$ cat config.mk
export PLATFORM = sky130hd
export DESIGN_NAME = branch_resolver
export DESIGN_NICKNAME = d
export VERILOG_FILES = /design/src/rtl/branch_resolver.sv
export SDC_FILE = /design/constraint.sdc
export NUM_CORES = 1
export LEC_CHECK = 0
export CAP_MARGIN = 0
export CORE_MARGIN = 2
export CORE_UTILIZATION = 45
export DETAILED_ROUTE_END_ITERATION = 7
export GPL_TIMING_DRIVEN = 0
export PLACE_DENSITY = 0.79
export RECOVER_POWER = 25
export SYNTH_ARGS = -nofsm -noshare
export SYNTH_HDL_FRONTEND = slang
export SYNTH_SLANG_ARGS = --single-unit
export TNS_END_PERCENT = 20
$ cat constraint.sdc
create_clock -name clk -period 2.6 [get_ports clk]
set_clock_uncertainty 0.1 [all_clocks]
set_input_delay 0.52 -clock clk [delete_from_list [all_inputs] [get_ports clk]]
set_output_delay 0.52 -clock clk [all_outputs]
set_load 0.01 [all_outputs]
$ cat src/rtl/branch_resolver.sv
// Conditional branch resolver: holds the S/Z/C/V flag register, evaluates the
// branch condition with same-cycle flag bypass, and drives a registered redirect plus timed flush.
module branch_resolver #(
  parameter int unsigned FLUSH_CYCLES = 2
) (
  input  logic        clk,
  input  logic        rst,
  input  logic [3:0]  szcv_in,
  input  logic        flag_we,
  input  logic        br_valid,
  output logic        br_ready,
  input  logic [2:0]  br_cond,
  input  logic [15:0] pc,
  input  logic [7:0]  disp,
  output logic [3:0]  flags,
  output logic        redirect_valid,
  output logic        taken,
  output logic [15:0] redirect_pc,
  output logic        flush
);

  localparam logic [3:0] FlushLoad = 4'(FLUSH_CYCLES - 1);

  typedef enum logic [0:0] {StIdle, StFlush} state_e;

  state_e      state_q;
  logic [3:0]  cnt_q;

  logic [3:0]  eff_flags;
  logic        s, z, c, v;
  logic        cond_met;
  logic        accept;
  logic [15:0] fall_pc;
  logic [15:0] target_pc;

  // A flag write in the same cycle as the branch is visible to that branch.
  always_comb begin
    eff_flags = flag_we ? szcv_in : flags;
    {s, z, c, v} = eff_flags;
    case (br_cond)
      3'b000:  cond_met = z;
      3'b001:  cond_met = s ^ v;
      3'b010:  cond_met = z | (s ^ v);
      3'b011:  cond_met = ~z;
      3'b100:  cond_met = 1'b1;
      3'b101:  cond_met = c;
      default: cond_met = 1'b0;
    endcase
  end

  assign br_ready  = (state_q == StIdle);
  assign flush     = (state_q == StFlush);
  assign accept    = br_valid && br_ready;
  assign fall_pc   = pc + 16'd1;
  assign target_pc = fall_pc + {{8{disp[7]}}, disp};

  always_ff @(posedge clk or posedge rst) begin
    if (rst) begin
      flags <= 4'b0000;
    end else if (flag_we) begin
      flags <= szcv_in;
    end
  end

  always_ff @(posedge clk or posedge rst) begin
    if (rst) begin
      state_q        <= StIdle;
      cnt_q          <= 4'd0;
      redirect_valid <= 1'b0;
      taken          <= 1'b0;
      redirect_pc    <= 16'h0000;
    end else begin
      redirect_valid <= accept;
      taken          <= accept && cond_met;
      redirect_pc    <= accept ? (cond_met ? target_pc : fall_pc) : 16'h0000;
      unique case (state_q)
        StIdle: begin
          if (accept && cond_met) begin
            state_q <= StFlush;
            cnt_q   <= FlushLoad;
          end
        end
        StFlush: begin
          if (cnt_q == 4'd0) begin
            state_q <= StIdle;
          end else begin
            cnt_q <= cnt_q - 4'd1;
          end
        end
        default: state_q <= StIdle;
      endcase
    end
  end

endmodule

==> run summary, run 1 <==
- asr flop ratio synth: 100%
- count of flip-flops with a built-in enable after synthesis: 0
- final estimated routing congestion in global placement: 0.897
- Synthesized Nets: 305
- average detailed-routed wire length per instance: 16.7 um
- result of the run: complete, but fails checks
- synthesis warning total: 0
- post-synthesis cell type count: 45
- slack of the worst reg-to-reg path: 0.37 ns
- arrival time of data at the critical path endpoint: 3.06 ns
- Syn-to-layout area delta: 49.0%
- mean post-synth cell area: 8.75 um2
- Synth Register Bits: 27
- Via Count: 2265
- Finished Cell Area: 0.00325 mm2
- highest attainable clock frequency: 338 MHz
- number of hold violations in the final report: 0
- most instantiated flip-flop cell in the synthesis netlist: sky130_fd_sc_hd__dfrtp_1
- worst hold margin: 0.400 ns
- Post-Syn Instances: 249
- setup repair after global routing missed its margin: yes
- floorplan die area: 0.00542 mm2
- CP Data Required Time: 2.71 ns
- commonest cells in the synthesized netlist: 29 x sky130_fd_sc_hd__nand2_1, 27 x sky130_fd_sc_hd__dfrtp_1, 20 x sky130_fd_sc_hd__ha_1
- violations in the final reports: setup timing
- width of the die: 73.6 um
- number of nets with antenna violations after routing: 0
- most numerous cell in the Yosys netlist: sky130_fd_sc_hd__nand2_1
- largest net degree at the start of global routing: 28
- Max transition margin: 33.9%
- number of port buffers: 57
- drt total wl: 6480 um
- maximum resistive drop on vdd: 259 uV
- Crit Path Category: input pin to flip-flop
- class of the worst hold path: input pin to flip-flop
- smallest setup slack after layout: -0.357 ns
- power per unit of standard cell area: 521 mW/mm2
- antenna violations before repair: 0
- count of routing violations after the opening detailed-route iteration: 188
- total CTS buffers: 3
- layout cells sized above 1: 23.7%
- max-capacitance violation count: 0
- Layout Utilization: 69.2%
- Synth area leaders: sky130_fd_sc_hd__dfrtp_1 31%, sky130_fd_sc_hd__ha_1 11%, sky130_fd_sc_hd__xnor2_1 7.6%, sky130_fd_sc_hd__nand2_1 5.0%, sky130_fd_sc_hd__xor2_1 4.4%
- dominant cell type by area after synthesis: sky130_fd_sc_hd__dfrtp_1
- die height: 73.6 um
- number of detailed-route iterations in the first pass: 4
- transition time of the tightest slew-check pin: 0.991 ns
- io pins: 59
- crit path max fanout: 4
- synthesized cell area: 0.00218 mm2
- maximum level of the CTS H-tree: 1
- nets: 390
- overall global routing resource usage: 22.6%
- period utilisation layout: 114%
- Inserted Diodes: 0
- fraction of post-synthesis cell area in the top cell type by area: 31.0%
- initial core utilization: 46.5%
- number of remaining DRC errors: 0
- clock edge transition at the registers on the reported setup and hold paths: 0.09 ns
- Worst Setup Start Kind: input pin
- Static Leak: 1.42 nW
- number of placement rows: 25
- Slew Viols, Final: 0
- grt total ovfl: 0
- Max clock buf depth: 2
- placeable core region: 0.00469 mm2
- post-route minimum period: 2.96 ns
- Final setup viols: 9
- sequential fraction of the synthesis area: 31.0%
- total power after layout: 1.69 mW
- clock net sink count: 27
- hold buffer count at CTS: 0
- cell area after placement: 0.00283 mm2
- clock root buffer: sky130_fd_sc_hd__clkbuf_8
- clk_lat worst skew: 0.27 ns
- via count of the first global-routing pass: 2116
- TritonCTS clock tree: done
- first-pass GRT wire length: 9670 um
- Critical Path Sink Type: flip-flop
- sum of net half-perimeters after detailed placement: 4180 um
- via-per-instance ratio: 5.85
[state kept, by name, summed over array words and instances (netlist names)]
register and cells:
flags 4, redirect_pc 16, flush 1, redirect_valid 1, taken 1, cnt_q 4
[area by class of cell]
type,instances,area [um2]
timing repair buffer,80,729
buffer,6,48.8
inverter,14,52.6
fill,333,1440
sequential,27,676
multi-input combinational,202,1630
tap,54,67.6
clock inverter,1,5.00
clock buffer,3,41.3
[where the power goes]
part	leakage, nW	switching, mW	internal, mW
Sequential	0.348	0.0539	0.518
Clock	0.0255	0.129	0.107
Combinational	1.05	0.445	0.438
Total	1.42	0.628	1.06
[metrics by stage]
stage | worst slack, ns | setup TNS [ns] | cells
after floorplan | -0.225 | -0.377 | 249
after global placement | -1.21 | -10.14 | 360
after detailed placement | -1.29 | -10.89 | 360
after CTS | -0.302 | -0.734 | 382
after global routing | -0.436 | -2.95 | 387
final | -0.357 | -1.41 | 387
[cell families (layout without fill, tap and decap cells)]
| kind of cell | after synthesis | after routing | share of synthesized area (%) |
|---|---|---|---|
| AO/OA/AOI/OAI | 61 | 61 | 17.7 |
| XOR/XNOR | 30 | 30 | 12.1 |
| adder cells (fa/ha/maj) | 21 | 21 | 12.4 |
| buffers and inverters | 20 | 104 | 4.65 |
| flip-flops | 27 | 27 | 31.0 |
| multiplexers | 10 | 10 | 5.40 |
| AND/OR/NAND/NOR | 80 | 80 | 16.8 |
[per-layer routing]
metal | GRT usage [%] | routed length, um
met5 | 0 | 0
met4 | 9.70 | 344
met3 | 2.06 | 426
met2 | 39.1 | 3170
met1 | 28.5 | 2530
[critical path: stages]
cell                       delay [ns]
sky130_fd_sc_hd__buf_8           0.07
sky130_fd_sc_hd__and4_4          0.25
sky130_fd_sc_hd__nand4_1         0.10
sky130_fd_sc_hd__buf_6           0.15
sky130_fd_sc_hd__nor2_4          0.16
sky130_fd_sc_hd__nand3_4         0.13
sky130_fd_sc_hd__xnor2_4         0.25
sky130_fd_sc_hd__ha_4            0.25
sky130_fd_sc_hd__a21boi_2        0.15
sky130_fd_sc_hd__o311ai_1        0.29
sky130_fd_sc_hd__a21oi_1         0.11
sky130_fd_sc_hd__xnor2_1         0.16
sky130_fd_sc_hd__or3_1           0.35
sky130_fd_sc_hd__a21oi_2         0.13
[layout by cell type (no fill, tap or decap), types with 6 or more instances in the layout]
cell type | netlist | final
sky130_fd_sc_hd__a21oi_1 | 19 | 14
sky130_fd_sc_hd__buf_2 | 2 | 6
sky130_fd_sc_hd__buf_4 | 0 | 23
sky130_fd_sc_hd__clkdlybuf4s50_1 | 0 | 37
sky130_fd_sc_hd__dfrtp_1 | 27 | 27
sky130_fd_sc_hd__ha_1 | 20 | 15
sky130_fd_sc_hd__inv_1 | 13 | 13
sky130_fd_sc_hd__nand2_1 | 29 | 26
sky130_fd_sc_hd__nand3_1 | 12 | 10
sky130_fd_sc_hd__nor2_1 | 19 | 17
sky130_fd_sc_hd__o21ai_0 | 16 | 12
sky130_fd_sc_hd__xnor2_1 | 19 | 16
sky130_fd_sc_hd__xor2_1 | 11 | 10
[path summary, 6_finish.rpt]
kind                       cells past startpoint              end     start
setup reg to reg                               9   redirect_pc[7]  flags[0]
min in group asynchronous                      2         cnt_q[3]       rst
max in group asynchronous                      2         flags[3]       rst
hold reg to reg                                1         cnt_q[0]  cnt_q[0]
setup / recovery                              14  redirect_pc[15]     pc[3]
hold / removal                                 2   redirect_pc[0]     pc[0]
[timing repair]
item | in CTS | in global routing
endpoints found under the setup margin | 12 | 9
buffers inserted | 18 | 5
gates resized for setup | 78 | 21
pin swaps | 20 | 22
No activity file was read; power rests on OpenSTA's default activity.
==> run 2: changes to the inputs <==
--- a/config.mk
+++ b/config.mk
@@ -5,8 +5,8 @@
 export SDC_FILE = /design/constraint.sdc
 export NUM_CORES = 1
 export LEC_CHECK = 0
-export CAP_MARGIN = 0
-export CORE_MARGIN = 2
+export CAP_MARGIN = 20
+export CORE_MARGIN = 4
 export CORE_UTILIZATION = 45
 export DETAILED_ROUTE_END_ITERATION = 7
 export GPL_TIMING_DRIVEN = 0
==> run 2 against run 1 <==
Compared with the run above:
- the run still ends with setup timing left
- via count shrank 2.4%
- clock-buffer cell count unchanged
- sequential cell count stayed put
- wire length fell by 0.46%
- sequential share of layout area decreased by 0.20 points
==> run summary, run 2 (synthesized netlist as in run 1, its figures left out) <==
- number of port buffers: 57
- maximum resistive drop on vdd: 256 uV
- flip-flop count of the largest register, all copies and words added: 16
- period utilisation layout: 119%
- floorplan die area: 0.00602 mm2
- die height: 77.6 um
- total CTS buffers: 3
- setup slack after placement: -1.28 ns
- smallest setup slack after layout: -0.495 ns
- peak per-stage delay on the critical path: 0.34 ns
- arrival time of data at the critical path endpoint: 3.19 ns
- placeable core region: 0.00469 mm2
- Crit Path Category: input pin to flip-flop
- clock root buffer: sky130_fd_sc_hd__clkbuf_8
- class of the worst hold path: flip-flop to flip-flop
- overall global routing resource usage: 20.5%
- switching portion of total power: 37.1%
- antenna violations before repair: 0
- crit path max fanout: 4
- TritonCTS clock tree: done
- io pins: 59
- final estimated routing congestion in global placement: 0.816
- Static Leak: 1.41 nW
- Max clock buf depth: 2
- number of hold violations in the final report: 0
- number of placement rows: 25
- Flop pwr share: 33.6%
- number of detailed-route iterations in the first pass: 4
- clock net sink count: 27
- initial core utilization: 46.5%
- switching power: 0.630 mW
- Final setup viols: 6
- Finished Cell Area: 0.00328 mm2
- clk_lat worst skew: 0.27 ns
- layout cells sized above 1: 25.5%
- result of the run: complete, but fails checks
- setup repair after global routing missed its margin: yes
- worst hold margin: 0.414 ns
- average detailed-routed wire length per instance: 16.7 um
- ordered list of cells on the worst path: buf_6, and4_4, nand4_1, nor2_4, nand3_4, xnor2_4, ha_4, nand2_2, o211ai_1, o311ai_2, a21oi_2, xnor2_2, or3_1, a21oi_1
- slowest library cell on the worst path: sky130_fd_sc_hd__or3_1
- most common cell after layout, fill and taps aside: sky130_fd_sc_hd__clkdlybuf4s50_1
- via-per-instance ratio: 5.71
- count of routing violations after the opening detailed-route iteration: 157
- post-route minimum period: 3.09 ns
- largest net degree at the start of global routing: 28
- internal power: 1.07 mW
- Layout Utilization: 69.9%
- transition time of the tightest slew-check pin: 1.32 ns
- clock edge transition at the registers on the reported setup and hold paths: 0.09 ns
- Fillers: 334
- sum of net half-perimeters after detailed placement: 4330 um
- proportion of power drawn by the clock network: 14.0%
- Slew Viols, Final: 0
- highest attainable clock frequency: 323 MHz
- cell area after placement: 0.00283 mm2
- number of remaining DRC errors: 0
- drt total wl: 6450 um
- final-layout setup total negative slack: -1.99 ns
- largest registers: redirect_pc: 16 flops, cnt_q: 4 flops, flags: 4 flops
- max-capacitance violation count: 0
- commonest cells after routing, fill and taps aside: 42 x sky130_fd_sc_hd__clkdlybuf4s50_1, 27 x sky130_fd_sc_hd__dfrtp_1, 26 x sky130_fd_sc_hd__nand2_1
- width of the die: 77.6 um
- Via Count: 2211
- Worst Setup Start Kind: input pin
- CP Data Required Time: 2.69 ns
- Max transition margin: 11.8%
- power per unit of standard cell area: 518 mW/mm2
- register with the most flip-flops: redirect_pc
- violations in the final reports: setup timing
- maximum level of the CTS H-tree: 1
- Critical Path Sink Type: flip-flop
- grt total ovfl: 0
- via count of the first global-routing pass: 2283
- Inserted Diodes: 0
- combinational group share of total power: 52.4%
- Syn-to-layout area delta: 50.5%
- first-pass GRT wire length: 10200 um
- nets: 390
- number of nets with antenna violations after routing: 0
-- run 2: through the flow --
stage | power (mW) | cells
detailed placement | 1.37 | 360
global route | 1.81 | 387
global placement | 1.34 | 360
CTS | 1.66 | 385
finish | 1.70 | 387
floorplan | 1.04 | 249
-- run 2: final timing paths --
kind / startpoint / end / slack, ns / cells after the start
setup / recovery: pc[5] / redirect_pc[15] / -0.49 / 14
hold / removal: cnt_q[0] / cnt_q[0] / 0.41 / 1
setup reg to reg: flags[0] / redirect_pc[7] / 0.38 / 9
hold reg to reg: cnt_q[0] / cnt_q[0] / 0.41 / 1
max in group asynchronous: rst / flags[0] / 0.52 / 3
min in group asynchronous: rst / flush / 0.44 / 2
-- run 2: power groups by stage --
stage	Sequential, mW	Clock [mW]	Combinational, mW
2_1_floorplan	0.610	0	0.434
3_3_place_gp	0.575	0	0.769
3_5_place_dp	0.579	0	0.790
4_1_cts	0.570	0.245	0.842
5_1_grt	0.585	0.261	0.964
6_report	0.571	0.238	0.891
-- run 2: cell type report --
cell class,instances,area (um2),share of cell area [%]
well taps,54,67.6,2.06
repair buffers,80,738,22.5
flip-flops and latches,27,676,20.6
inverters,14,52.6,1.60
multi-input cells,202,1650,50.2
clock buffers,3,41.3,1.26
plain buffers,6,48.8,1.49
clock inverters,1,7.51,0.229
-- run 2: worst max-delay path: cells and delay by family --
family          cells  cell delay [ns]
compound gates      4             0.74
xor+xnor            2             0.27
fa+ha+maj           1             0.28
buf+inv             1             0.07
simple gates        6             1.30
-- run 2: timing repair --
item                       4_1_cts  5_1_grt
setup buffers                   21        1
resized for setup               78       21
cloned                           0        0
setup endpoints to repair       12       11
hold buffers                     0        0
pin swaps                       19       17
-- run 2: layer usage --
layer | share of wire, % | track usage, % | routed length [um] | up-vias
met5 | 0 | 0 | 0 | -
met4 | 2.4 | 9.25 | 156 | 0
met3 | 5.2 | 2.55 | 338 | 12
met2 | 50 | 35.8 | 3240 | 83
met1 | 42 | 25.0 | 2710 | 1071
li1 | - | - | - | 1045
